File: src/rtl/mult_div_unit_pkg.sv
// Shared definitions for the iterative multiply/divide unit.
//   - ALU control op codes consumed by the unit (MULT, DIV, MFHI, MFLO)
//   - OP_SIZE: width of the Operation code
//   - FSM state and datapath mode enumerations
//   - is_md_op(): true for any op code this unit owns
package mult_div_unit_pkg;

  localparam int unsigned OP_SIZE = 6;

  localparam logic [OP_SIZE-1:0] ALU_DIV  = 6'b001011;
  localparam logic [OP_SIZE-1:0] ALU_MULT = 6'b001100;
  localparam logic [OP_SIZE-1:0] ALU_MFHI = 6'b001101;
  localparam logic [OP_SIZE-1:0] ALU_MFLO = 6'b001110;

  typedef enum logic [1:0] {
    MD_IDLE = 2'd0,
    MD_MUL  = 2'd1,
    MD_DIV  = 2'd2,
    MD_FIX  = 2'd3
  } md_state_e;

  typedef enum logic {
    MODE_MUL = 1'b0,
    MODE_DIV = 1'b1
  } md_mode_e;

  function automatic logic is_md_op(input logic [OP_SIZE-1:0] op);
    return (op == ALU_DIV) || (op == ALU_MULT) || (op == ALU_MFHI) || (op == ALU_MFLO);
  endfunction

endpackage

File: src/rtl/mult_div_unit_if.sv
// Pipeline-side bus of the multiply/divide unit.
//   master (pipeline): drives start, Operation, A, B
//   slave  (unit)    : drives Result, busy, done, stall, div_zero
interface mult_div_unit_if #(
  parameter int unsigned DATA_WIDTH = 32,
  parameter int unsigned OP_SIZE    = mult_div_unit_pkg::OP_SIZE
);
  logic                  start;
  logic [OP_SIZE-1:0]    Operation;
  logic [DATA_WIDTH-1:0] A;
  logic [DATA_WIDTH-1:0] B;
  logic [DATA_WIDTH-1:0] Result;
  logic                  busy;
  logic                  done;
  logic                  stall;
  logic                  div_zero;

  modport master (
    output start, Operation, A, B,
    input  Result, busy, done, stall, div_zero
  );

  modport slave (
    input  start, Operation, A, B,
    output Result, busy, done, stall, div_zero
  );
endinterface

File: src/rtl/mult_div_unit_shift_core.sv
// md_shift_core: unsigned iterative datapath for the multiply/divide unit.
//   clk, rst_n : clock, async active-low reset
//   load       : capture magnitudes and mode, clear counter, start iterating
//   mode       : MODE_MUL (shift-add) or MODE_DIV (restoring division)
//   a_mag      : multiplier / dividend magnitude
//   b_mag      : multiplicand / divisor magnitude
//   raw_hi     : product high half / remainder
//   raw_lo     : product low half / quotient
//   last       : the current cycle performs the final iteration
module md_shift_core
  import mult_div_unit_pkg::*;
#(
  parameter int unsigned DATA_WIDTH = 32
) (
  input  logic                  clk,
  input  logic                  rst_n,
  input  logic                  load,
  input  md_mode_e              mode,
  input  logic [DATA_WIDTH-1:0] a_mag,
  input  logic [DATA_WIDTH-1:0] b_mag,
  output logic [DATA_WIDTH-1:0] raw_hi,
  output logic [DATA_WIDTH-1:0] raw_lo,
  output logic                  last
);
  localparam int unsigned W  = DATA_WIDTH;
  localparam int unsigned CW = $clog2(DATA_WIDTH);

  logic [2*W-1:0] acc_q, acc_d;
  logic [W-1:0]   opnd_q, opnd_d;
  logic [CW-1:0]  cnt_q, cnt_d;
  logic           run_q, run_d;
  md_mode_e       mode_q, mode_d;

  logic [W:0]     sum;
  logic [W:0]     rem_shl;
  logic [W:0]     trial;

  assign raw_hi = acc_q[2*W-1:W];
  assign raw_lo = acc_q[W-1:0];
  assign last   = run_q && (cnt_q == CW'(DATA_WIDTH - 1));

  always_comb begin
    acc_d  = acc_q;
    opnd_d = opnd_q;
    cnt_d  = cnt_q;
    run_d  = run_q;
    mode_d = mode_q;
    // Multiply: accumulate into the high half with carry, then shift right.
    sum     = {1'b0, acc_q[2*W-1:W]} + {1'b0, opnd_q};
    // Divide: partial remainder shifted left by one, then trial subtract.
    rem_shl = acc_q[2*W-1:W-1];
    trial   = rem_shl - {1'b0, opnd_q};

    if (load) begin
      acc_d  = {{W{1'b0}}, a_mag};
      opnd_d = b_mag;
      cnt_d  = '0;
      run_d  = 1'b1;
      mode_d = mode;
    end else if (run_q) begin
      if (mode_q == MODE_MUL) begin
        if (acc_q[0]) acc_d = {sum, acc_q[W-1:1]};
        else          acc_d = {1'b0, acc_q[2*W-1:1]};
      end else begin
        // Non-negative trial keeps the subtraction and records a 1 quotient bit.
        if (!trial[W]) acc_d = {trial[W-1:0], acc_q[W-2:0], 1'b1};
        else           acc_d = {acc_q[2*W-2:0], 1'b0};
      end
      cnt_d = cnt_q + CW'(1);
      if (last) run_d = 1'b0;
    end
  end

  always_ff @(posedge clk or negedge rst_n) begin
    if (!rst_n) begin
      acc_q  <= '0;
      opnd_q <= '0;
      cnt_q  <= '0;
      run_q  <= 1'b0;
      mode_q <= MODE_MUL;
    end else begin
      acc_q  <= acc_d;
      opnd_q <= opnd_d;
      cnt_q  <= cnt_d;
      run_q  <= run_d;
      mode_q <= mode_d;
    end
  end
endmodule

File: src/rtl/mult_div_unit.sv
// mult_div_unit: iterative signed MULT/DIV with HI/LO registers.
//   clk, rst_n      : clock, async active-low reset
//   bus.start       : instruction valid
//   bus.Operation   : ALU control op code (MULT, DIV, MFHI, MFLO used)
//   bus.A, bus.B    : rs / rt operands
//   bus.Result      : HI for MFHI, LO for MFLO, else 0
//   bus.busy        : operation in flight
//   bus.done        : one-cycle pulse after HI/LO update
//   bus.stall       : interlock while an owned op meets a busy unit
//   bus.div_zero    : last accepted DIV had a zero divisor (sticky)
module mult_div_unit
  import mult_div_unit_pkg::*;
#(
  parameter int unsigned DATA_WIDTH = 32,
  parameter int unsigned OP_SIZE    = mult_div_unit_pkg::OP_SIZE
) (
  input  logic            clk,
  input  logic            rst_n,
  mult_div_unit_if.slave  bus
);
  localparam int unsigned W = DATA_WIDTH;

  logic [OP_SIZE-1:0] op;
  logic               is_mult, is_div, a_neg, b_neg;
  logic [W-1:0]       a_mag, b_mag, raw_hi, raw_lo, result;
  logic               core_load, core_last;
  md_mode_e           core_mode;
  logic [2*W-1:0]     prod_mag, prod_signed;

  md_state_e          state_q, state_d;
  logic [W-1:0]       hi_q, hi_d, lo_q, lo_d;
  logic               busy_q, busy_d, done_q, done_d;
  logic               dz_q, dz_d, qneg_q, qneg_d, rneg_q, rneg_d;
  logic               op_div_q, op_div_d;

  assign op          = bus.Operation;
  assign is_mult     = (op == ALU_MULT);
  assign is_div      = (op == ALU_DIV);
  assign a_neg       = bus.A[W-1];
  assign b_neg       = bus.B[W-1];
  assign a_mag       = a_neg ? -bus.A : bus.A;
  assign b_mag       = b_neg ? -bus.B : bus.B;
  assign prod_mag    = {raw_hi, raw_lo};
  assign prod_signed = qneg_q ? -prod_mag : prod_mag;

  md_shift_core #(
    .DATA_WIDTH (W)
  ) u_core (
    .clk    (clk),
    .rst_n  (rst_n),
    .load   (core_load),
    .mode   (core_mode),
    .a_mag  (a_mag),
    .b_mag  (b_mag),
    .raw_hi (raw_hi),
    .raw_lo (raw_lo),
    .last   (core_last)
  );

  always_comb begin
    state_d   = state_q;
    hi_d      = hi_q;
    lo_d      = lo_q;
    done_d    = 1'b0;
    dz_d      = dz_q;
    qneg_d    = qneg_q;
    rneg_d    = rneg_q;
    op_div_d  = op_div_q;
    core_load = 1'b0;
    core_mode = MODE_MUL;

    unique case (state_q)
      MD_IDLE: begin
        if (bus.start && (is_mult || is_div)) begin
          core_load = 1'b1;
          core_mode = is_div ? MODE_DIV : MODE_MUL;
          state_d   = is_div ? MD_DIV : MD_MUL;
          op_div_d  = is_div;
          qneg_d    = a_neg ^ b_neg;
          rneg_d    = a_neg;
          dz_d      = is_div && (bus.B == '0);
        end
      end
      MD_MUL, MD_DIV: begin
        if (core_last) state_d = MD_FIX;
      end
      MD_FIX: begin
        // Zero divisor leaves |A| as remainder, so the dividend sign restores A.
        if (op_div_q) begin
          hi_d = rneg_q ? -raw_hi : raw_hi;
          lo_d = dz_q ? '1 : (qneg_q ? -raw_lo : raw_lo);
        end else begin
          {hi_d, lo_d} = prod_signed;
        end
        done_d  = 1'b1;
        state_d = MD_IDLE;
      end
      default: state_d = MD_IDLE;
    endcase

    busy_d = (state_d != MD_IDLE);
  end

  always_ff @(posedge clk or negedge rst_n) begin
    if (!rst_n) begin
      state_q  <= MD_IDLE;
      hi_q     <= '0;
      lo_q     <= '0;
      busy_q   <= 1'b0;
      done_q   <= 1'b0;
      dz_q     <= 1'b0;
      qneg_q   <= 1'b0;
      rneg_q   <= 1'b0;
      op_div_q <= 1'b0;
    end else begin
      state_q  <= state_d;
      hi_q     <= hi_d;
      lo_q     <= lo_d;
      busy_q   <= busy_d;
      done_q   <= done_d;
      dz_q     <= dz_d;
      qneg_q   <= qneg_d;
      rneg_q   <= rneg_d;
      op_div_q <= op_div_d;
    end
  end

  always_comb begin
    result = '0;
    if (op == ALU_MFHI)      result = hi_q;
    else if (op == ALU_MFLO) result = lo_q;
  end

  assign bus.Result   = result;
  assign bus.busy     = busy_q;
  assign bus.done     = done_q;
  assign bus.div_zero = dz_q;
  assign bus.stall    = bus.start && is_md_op(op) && (state_q != MD_IDLE);
endmodule

File: src/flat_wrapper.sv
// flat-port wrapper written by rule: the top's interface ports become plain ports
module mult_div_unit_flat import mult_div_unit_pkg::*;
#(
  parameter int unsigned DATA_WIDTH = 32,
  parameter int unsigned OP_SIZE    = mult_div_unit_pkg::OP_SIZE
)
  (clk, rst_n, bus_start, bus_Operation, bus_A, bus_B, bus_Result, bus_busy, bus_done, bus_stall, bus_div_zero);
  mult_div_unit_if #(.DATA_WIDTH(DATA_WIDTH), .OP_SIZE(OP_SIZE)) bus_i ();
  input  logic clk;
  input  logic rst_n;
  input wire logic [$bits(bus_i.start)-1:0] bus_start;
  input wire logic [$bits(bus_i.Operation)-1:0] bus_Operation;
  input wire logic [$bits(bus_i.A)-1:0] bus_A;
  input wire logic [$bits(bus_i.B)-1:0] bus_B;
  output wire logic [$bits(bus_i.Result)-1:0] bus_Result;
  output wire logic [$bits(bus_i.busy)-1:0] bus_busy;
  output wire logic [$bits(bus_i.done)-1:0] bus_done;
  output wire logic [$bits(bus_i.stall)-1:0] bus_stall;
  output wire logic [$bits(bus_i.div_zero)-1:0] bus_div_zero;
  assign bus_i.start = bus_start;
  assign bus_i.Operation = bus_Operation;
  assign bus_i.A = bus_A;
  assign bus_i.B = bus_B;
  assign bus_Result = bus_i.Result;
  assign bus_busy = bus_i.busy;
  assign bus_done = bus_i.done;
  assign bus_stall = bus_i.stall;
  assign bus_div_zero = bus_i.div_zero;
  mult_div_unit #(.DATA_WIDTH(DATA_WIDTH), .OP_SIZE(OP_SIZE)) u_core (.clk(clk), .rst_n(rst_n), .bus(bus_i));
endmodule
File: config.mk
export PLATFORM = sky130hd
export DESIGN_NAME = mult_div_unit_flat
export DESIGN_NICKNAME = d
export VERILOG_FILES = /design/src/rtl/mult_div_unit_pkg.sv /design/src/rtl/mult_div_unit_if.sv /design/src/rtl/mult_div_unit_shift_core.sv /design/src/rtl/mult_div_unit.sv /design/src/flat_wrapper.sv
export SDC_FILE = /design/constraint.sdc
export NUM_CORES = 1
export LEC_CHECK = 0
export ABC_AREA = 1
export CORE_ASPECT_RATIO = 1.2
export CORE_UTILIZATION = 65
export DETAILED_ROUTE_END_ITERATION = 6
export DONT_BUFFER_PORTS = 1
export PLACE_DENSITY = 0.91
export SLEW_MARGIN = 10
export SYNTH_ARGS = -nofsm -noshare
export SYNTH_HDL_FRONTEND = slang
export SYNTH_HIERARCHICAL = 1
export SYNTH_SLANG_ARGS = --single-unit
File: constraint.sdc
create_clock -name clk -period 6.7 [get_ports clk]
set_input_delay 1.34 -clock clk [delete_from_list [all_inputs] [get_ports clk]]
set_output_delay 1.34 -clock clk [all_outputs]
set_load 0.01 [all_outputs]
==> run_summary.xml <==
<?xml version="1.0" encoding="UTF-8"?>
<metrics>
  <group name="power">
    <metric name="power.static_leakage" unit="nW">9.92</metric>
    <metric name="power.switching_fraction" unit="%">58.7</metric>
    <metric name="sequential_group_share_of_total_power" unit="%">23.4</metric>
    <metric name="power_per_cell_area" unit="mW/mm2">570</metric>
    <metric name="power.ir.vdd_worst" unit="mV">0.299</metric>
    <metric name="comb_power_share" unit="%">67.0</metric>
    <metric name="clkPwrFrac" unit="%">9.7</metric>
    <metric name="total_power" unit="W">0.0106</metric>
    <metric name="netSwitchingPower" unit="W">0.00623</metric>
    <metric name="internal-power" unit="W">0.00438</metric>
  </group>
  <group name="final_layout">
    <metric name="layout-drive-gt1-share" unit="%">5.00</metric>
    <metric name="utilization" unit="%">68.7</metric>
    <metric name="fin_area" unit="mm2">0.0186</metric>
    <metric name="flow.area_growth_from_synthesis" unit="%">3.98</metric>
    <metric name="nets" unit="">3094</metric>
    <metric name="insertedDiodeCount" unit="">0</metric>
  </group>
  <group name="synthesis">
    <metric name="dominant_combinational_cell_family_by_area_after_synthesis" unit="">simple AND/OR/NAND/NOR gates</metric>
    <metric name="synth_xor_area_share" unit="%">4.36</metric>
    <metric name="ys_top_cells_by_area" unit="">sky130_fd_sc_hd__dfrtp_1 (24%), sky130_fd_sc_hd__nand2_1 (22%), sky130_fd_sc_hd__inv_1 (9.6%)</metric>
    <metric name="synth_mux_area_share" unit="%">0</metric>
    <metric name="post-synth-top-count-cell" unit="">sky130_fd_sc_hd__nand2_1</metric>
    <metric name="yosysSeqAreaShare" unit="%">24.5</metric>
    <metric name="synth_edf_count" unit="">0</metric>
    <metric name="adder_cell_share_of_the_synthesized_area" unit="%">5.33</metric>
    <metric name="ys.warnings.count" unit="">6</metric>
    <metric name="yosys.area_share.simple" unit="%">40.3</metric>
    <metric name="yosys.area.top_type" unit="">sky130_fd_sc_hd__dfrtp_1</metric>
    <metric name="yosys-top-cells-count" unit="">sky130_fd_sc_hd__nand2_1 (1041), sky130_fd_sc_hd__inv_1 (458), sky130_fd_sc_hd__nor2_1 (284), sky130_fd_sc_hd__nand3_1 (229), sky130_fd_sc_hd__dfrtp_1 (175)</metric>
    <metric name="async_reset_ff_share" unit="%">100</metric>
    <metric name="avgSynthCellArea" unit="um2">5.95</metric>
    <metric name="netlist_area" unit="mm2">0.0179</metric>
    <metric name="synth_nets" unit="">3154</metric>
    <metric name="synth_compound_gate_area_share" unit="%">13.5</metric>
    <metric name="synth_top_cell_area_share" unit="%">24.5</metric>
    <metric name="dominantRegCellSynth" unit="">sky130_fd_sc_hd__dfrtp_1</metric>
    <metric name="postSynthRegisterBits" unit="">175</metric>
    <metric name="mapped_cells" unit="">3006</metric>
    <metric name="yosysUniqueCellTypes" unit="">64</metric>
  </group>
  <group name="clocking">
    <metric name="clock_latency" unit="ns">0.46</metric>
    <metric name="clk_transition_reported_paths" unit="ns">0.07</metric>
    <metric name="cts.hold.buffers_added" unit="">0</metric>
    <metric name="ctsLongestPathBuffers" unit="">2</metric>
    <metric name="clock_sinks" unit="">175</metric>
    <metric name="cts_inserted_buffers" unit="">17</metric>
    <metric name="tritoncts" unit="">built</metric>
    <metric name="clock_tree.htree_level_count" unit="">4</metric>
    <metric name="post_cts.resized_instances" unit="">0</metric>
    <metric name="cts_setup_buffers" unit="">0</metric>
    <metric name="clk_root_buffer_cell" unit="">sky130_fd_sc_hd__clkbuf_16</metric>
  </group>
  <group name="timing">
    <metric name="fin_setup_tns" unit="ns">0</metric>
    <metric name="finalCritPeriodShare" unit="%">66.5</metric>
    <metric name="rsz0062_at_grt" unit="">no</metric>
    <metric name="setup_viol" unit="">0</metric>
    <metric name="finalMaxSlewViolations" unit="">0</metric>
    <metric name="skew" unit="ns">0.0131</metric>
    <metric name="final_critical_path_setup_slack" unit="ns">2.25</metric>
    <metric name="timing_worst_slew_pin_value" unit="ns">1.28</metric>
    <metric name="worst_slew_margin_rel" unit="%">14.9</metric>
    <metric name="finalCriticalPeriod" unit="ns">4.45</metric>
    <metric name="final_hold_viol_count" unit="">0</metric>
    <metric name="fmax" unit="MHz">225</metric>
  </group>
  <group name="setup_path">
    <metric name="critical_path_peak_fanout" unit="">19</metric>
    <metric name="reg2reg_to" unit="">u_core/u_core/acc_q[60]$_DFFE_PN0P_</metric>
    <metric name="r2r_depth" unit="">19</metric>
    <metric name="timing.critical_path.required" unit="ns">5.36</metric>
    <metric name="worstPathArrival" unit="ns">3.11</metric>
    <metric name="type_of_origin_of_the_critical_path" unit="">input port</metric>
    <metric name="worst-r2r-setup-slack" unit="ns">3.29</metric>
    <metric name="worst_r2r_startpoint" unit="">u_core/u_core/acc_q[31]$_DFFE_PN0P_</metric>
    <metric name="timing_worst_setup_path_type" unit="">in2out</metric>
    <metric name="crit_path_capture_type" unit="">primary output</metric>
  </group>
  <group name="global_route">
    <metric name="first_pass_grt_wire_length" unit="um">98100</metric>
    <metric name="met1_use_gr" unit="%">48.5</metric>
    <metric name="grt_max_degree" unit="">176</metric>
    <metric name="grtUsageTotal" unit="%">45.1</metric>
    <metric name="grt_use_met3" unit="%">9.62</metric>
    <metric name="grt_busiest_layer" unit="">met2</metric>
    <metric name="grt_antenna_before_repair" unit="">0</metric>
    <metric name="groute.layer.met2.usage" unit="%">77.6</metric>
    <metric name="first_global_vias" unit="">18700</metric>
    <metric name="grt.overflow.total" unit="">0</metric>
  </group>
  <group name="floorplan">
    <metric name="coreArea" unit="mm2">0.0271</metric>
    <metric name="row_count" unit="">66</metric>
    <metric name="start_util" unit="%">66.0</metric>
    <metric name="die_area" unit="mm2">0.0282</metric>
    <metric name="top_level_ports" unit="">109</metric>
    <metric name="die_x" unit="um">153</metric>
    <metric name="chipHeight" unit="um">184</metric>
  </group>
  <group name="route">
    <metric name="wire_length_after_detailed_routing" unit="um">64100</metric>
    <metric name="via_per_inst" unit="">6.08</metric>
    <metric name="post_drt_wl_per_cell" unit="um">19.4</metric>
    <metric name="drc" unit="">0</metric>
    <metric name="first_pass_iters" unit="">6</metric>
    <metric name="detail_route.iter0.violations" unit="">2145</metric>
    <metric name="drt.antenna.violating_nets" unit="">0</metric>
    <metric name="num_vias" unit="">20100</metric>
  </group>
  <group name="hold_path">
    <metric name="capture_endpoint_of_the_worst_hold_path" unit="">u_core/hi_q[11]$_DFFE_PN0P_</metric>
    <metric name="hold_class" unit="">reg2reg</metric>
    <metric name="hold_start" unit="">u_core/hi_q[11]$_DFFE_PN0P_</metric>
    <metric name="hold_depth" unit="">2</metric>
  </group>
  <group name="job">
    <metric name="maxCapViolations" unit="">0</metric>
  </group>
  <group name="placed_design">
    <metric name="gpl.final_weighted_congestion" unit="">1.07</metric>
    <metric name="numPortBuffers" unit="">0</metric>
    <metric name="dp_worst_setup_slack" unit="ns">2.34</metric>
    <metric name="detailedPlacementHpwl" unit="um">49500</metric>
    <metric name="postPlaceCellArea" unit="mm2">0.0180</metric>
  </group>
  <group name="outcome">
    <metric name="outcome" unit="">complete, no violations</metric>
  </group>
</metrics>
[cell type report]
cell class	instances	area (um2)
sequential	175	4380
clock inverter	14	155
tap	340	425
timing repair buffer	9	67.6
multi-input combinational	2271	11400
inverter	472	1770
fill	2504	8490
clock buffer	18	439
[registers in the layout, indices dropped and copies added (netlist names), 2 cells and up]
name and cells:
u_core/u_core/acc_q 64, u_core/hi_q 32, u_core/lo_q 32, u_core/u_core/opnd_q 32
u_core/u_core/cnt_q 5, u_core/state_q 2
[metrics by stage]
stage	instances	hold WS [ns]
after floorplan	3006	0.449
after global placement	3267	0.464
after detailed placement	3267	0.468
after CTS	3299	0.486
after global routing	3299	0.509
final	3299	0.485
[how the worst max path moves through the flow]
stage | startpoint | to | slack [ns] | cells after the start
6_report | bus_Operation[3] | bus_Result[24] | 2.25 | 6
4_1_cts | bus_Operation[3] | bus_Result[24] | 2.34 | 6
3_5_place_dp | bus_Operation[3] | bus_Result[24] | 2.34 | 6
5_1_grt | bus_Operation[3] | bus_Result[3] | 2.22 | 6
3_3_place_gp | bus_Operation[3] | bus_Result[19] | 2.41 | 6
2_1_floorplan | bus_Operation[5] | bus_Result[11] | 2.98 | 6
[critical path: stages]
cell and delay, ns:
sky130_fd_sc_hd__nand2_1 0.04, sky130_fd_sc_hd__inv_1 0.05, sky130_fd_sc_hd__nand3_1 0.17, sky130_fd_sc_hd__clkinv_1 0.63
sky130_fd_sc_hd__nand2_1 0.62, sky130_fd_sc_hd__o21ai_0 0.25
[cells in the final DEF (no fill, tap or decap), types with 5 or more instances in the layout]
cell and instances:
sky130_fd_sc_hd__o21ai_2 6, sky130_fd_sc_hd__nor3_1 20, sky130_fd_sc_hd__nand2_1 1041, sky130_fd_sc_hd__nor2_2 17, sky130_fd_sc_hd__nor2_1 283, sky130_fd_sc_hd__o21ai_1 12
sky130_fd_sc_hd__o221ai_1 29, sky130_fd_sc_hd__a31oi_1 7, sky130_fd_sc_hd__nor2_4 6, sky130_fd_sc_hd__a21oi_1 123, sky130_fd_sc_hd__inv_2 9, sky130_fd_sc_hd__clkbuf_16 17
sky130_fd_sc_hd__nand4_1 26, sky130_fd_sc_hd__nand3b_1 11, sky130_fd_sc_hd__o21ai_0 147, sky130_fd_sc_hd__inv_1 458, sky130_fd_sc_hd__o21bai_1 7, sky130_fd_sc_hd__nand3_2 13
sky130_fd_sc_hd__or2_2 10, sky130_fd_sc_hd__xor2_1 47, sky130_fd_sc_hd__o211ai_1 9, sky130_fd_sc_hd__a32o_1 16, sky130_fd_sc_hd__xnor2_1 42, sky130_fd_sc_hd__nand3_1 229
sky130_fd_sc_hd__o22ai_1 13, sky130_fd_sc_hd__nand2_2 25, sky130_fd_sc_hd__a32oi_1 10, sky130_fd_sc_hd__dfrtp_1 174, sky130_fd_sc_hd__ha_1 72, sky130_fd_sc_hd__buf_4 9
sky130_fd_sc_hd__a22oi_1 5
[per-layer routing]
layer	vias to the layer above	part of all wire, %	routed length, um
li1	9419	-	-
met1	9170	35	22300
met2	1154	47	30300
met3	320	9.2	5930
met4	0	8.6	5540
met5	-	0	0
[power by group through the flow]
stage | Clock [W] | Combinational, W | Sequential, W
finish | 0.00103 | 0.00711 | 0.00248
global route | 0.00107 | 0.00782 | 0.00250
CTS | 0.00103 | 0.00689 | 0.00241
detailed placement | 0 | 0.00685 | 0.00243
global placement | 0 | 0.00666 | 0.00241
floorplan | 0 | 0.00536 | 0.00192
[kinds of logic (layout without fill, tap and decap cells)]
kind of cell | after synthesis | in the layout
buffers and inverters | 560 | 513
AO/OA/AOI/OAI | 402 | 402
flip-flops | 175 | 175
adder cells (fa/ha/maj) | 75 | 75
AND/OR/NAND/NOR | 1705 | 1705
XOR/XNOR | 89 | 89
Note: power is estimated with default switching activity, not from simulation.
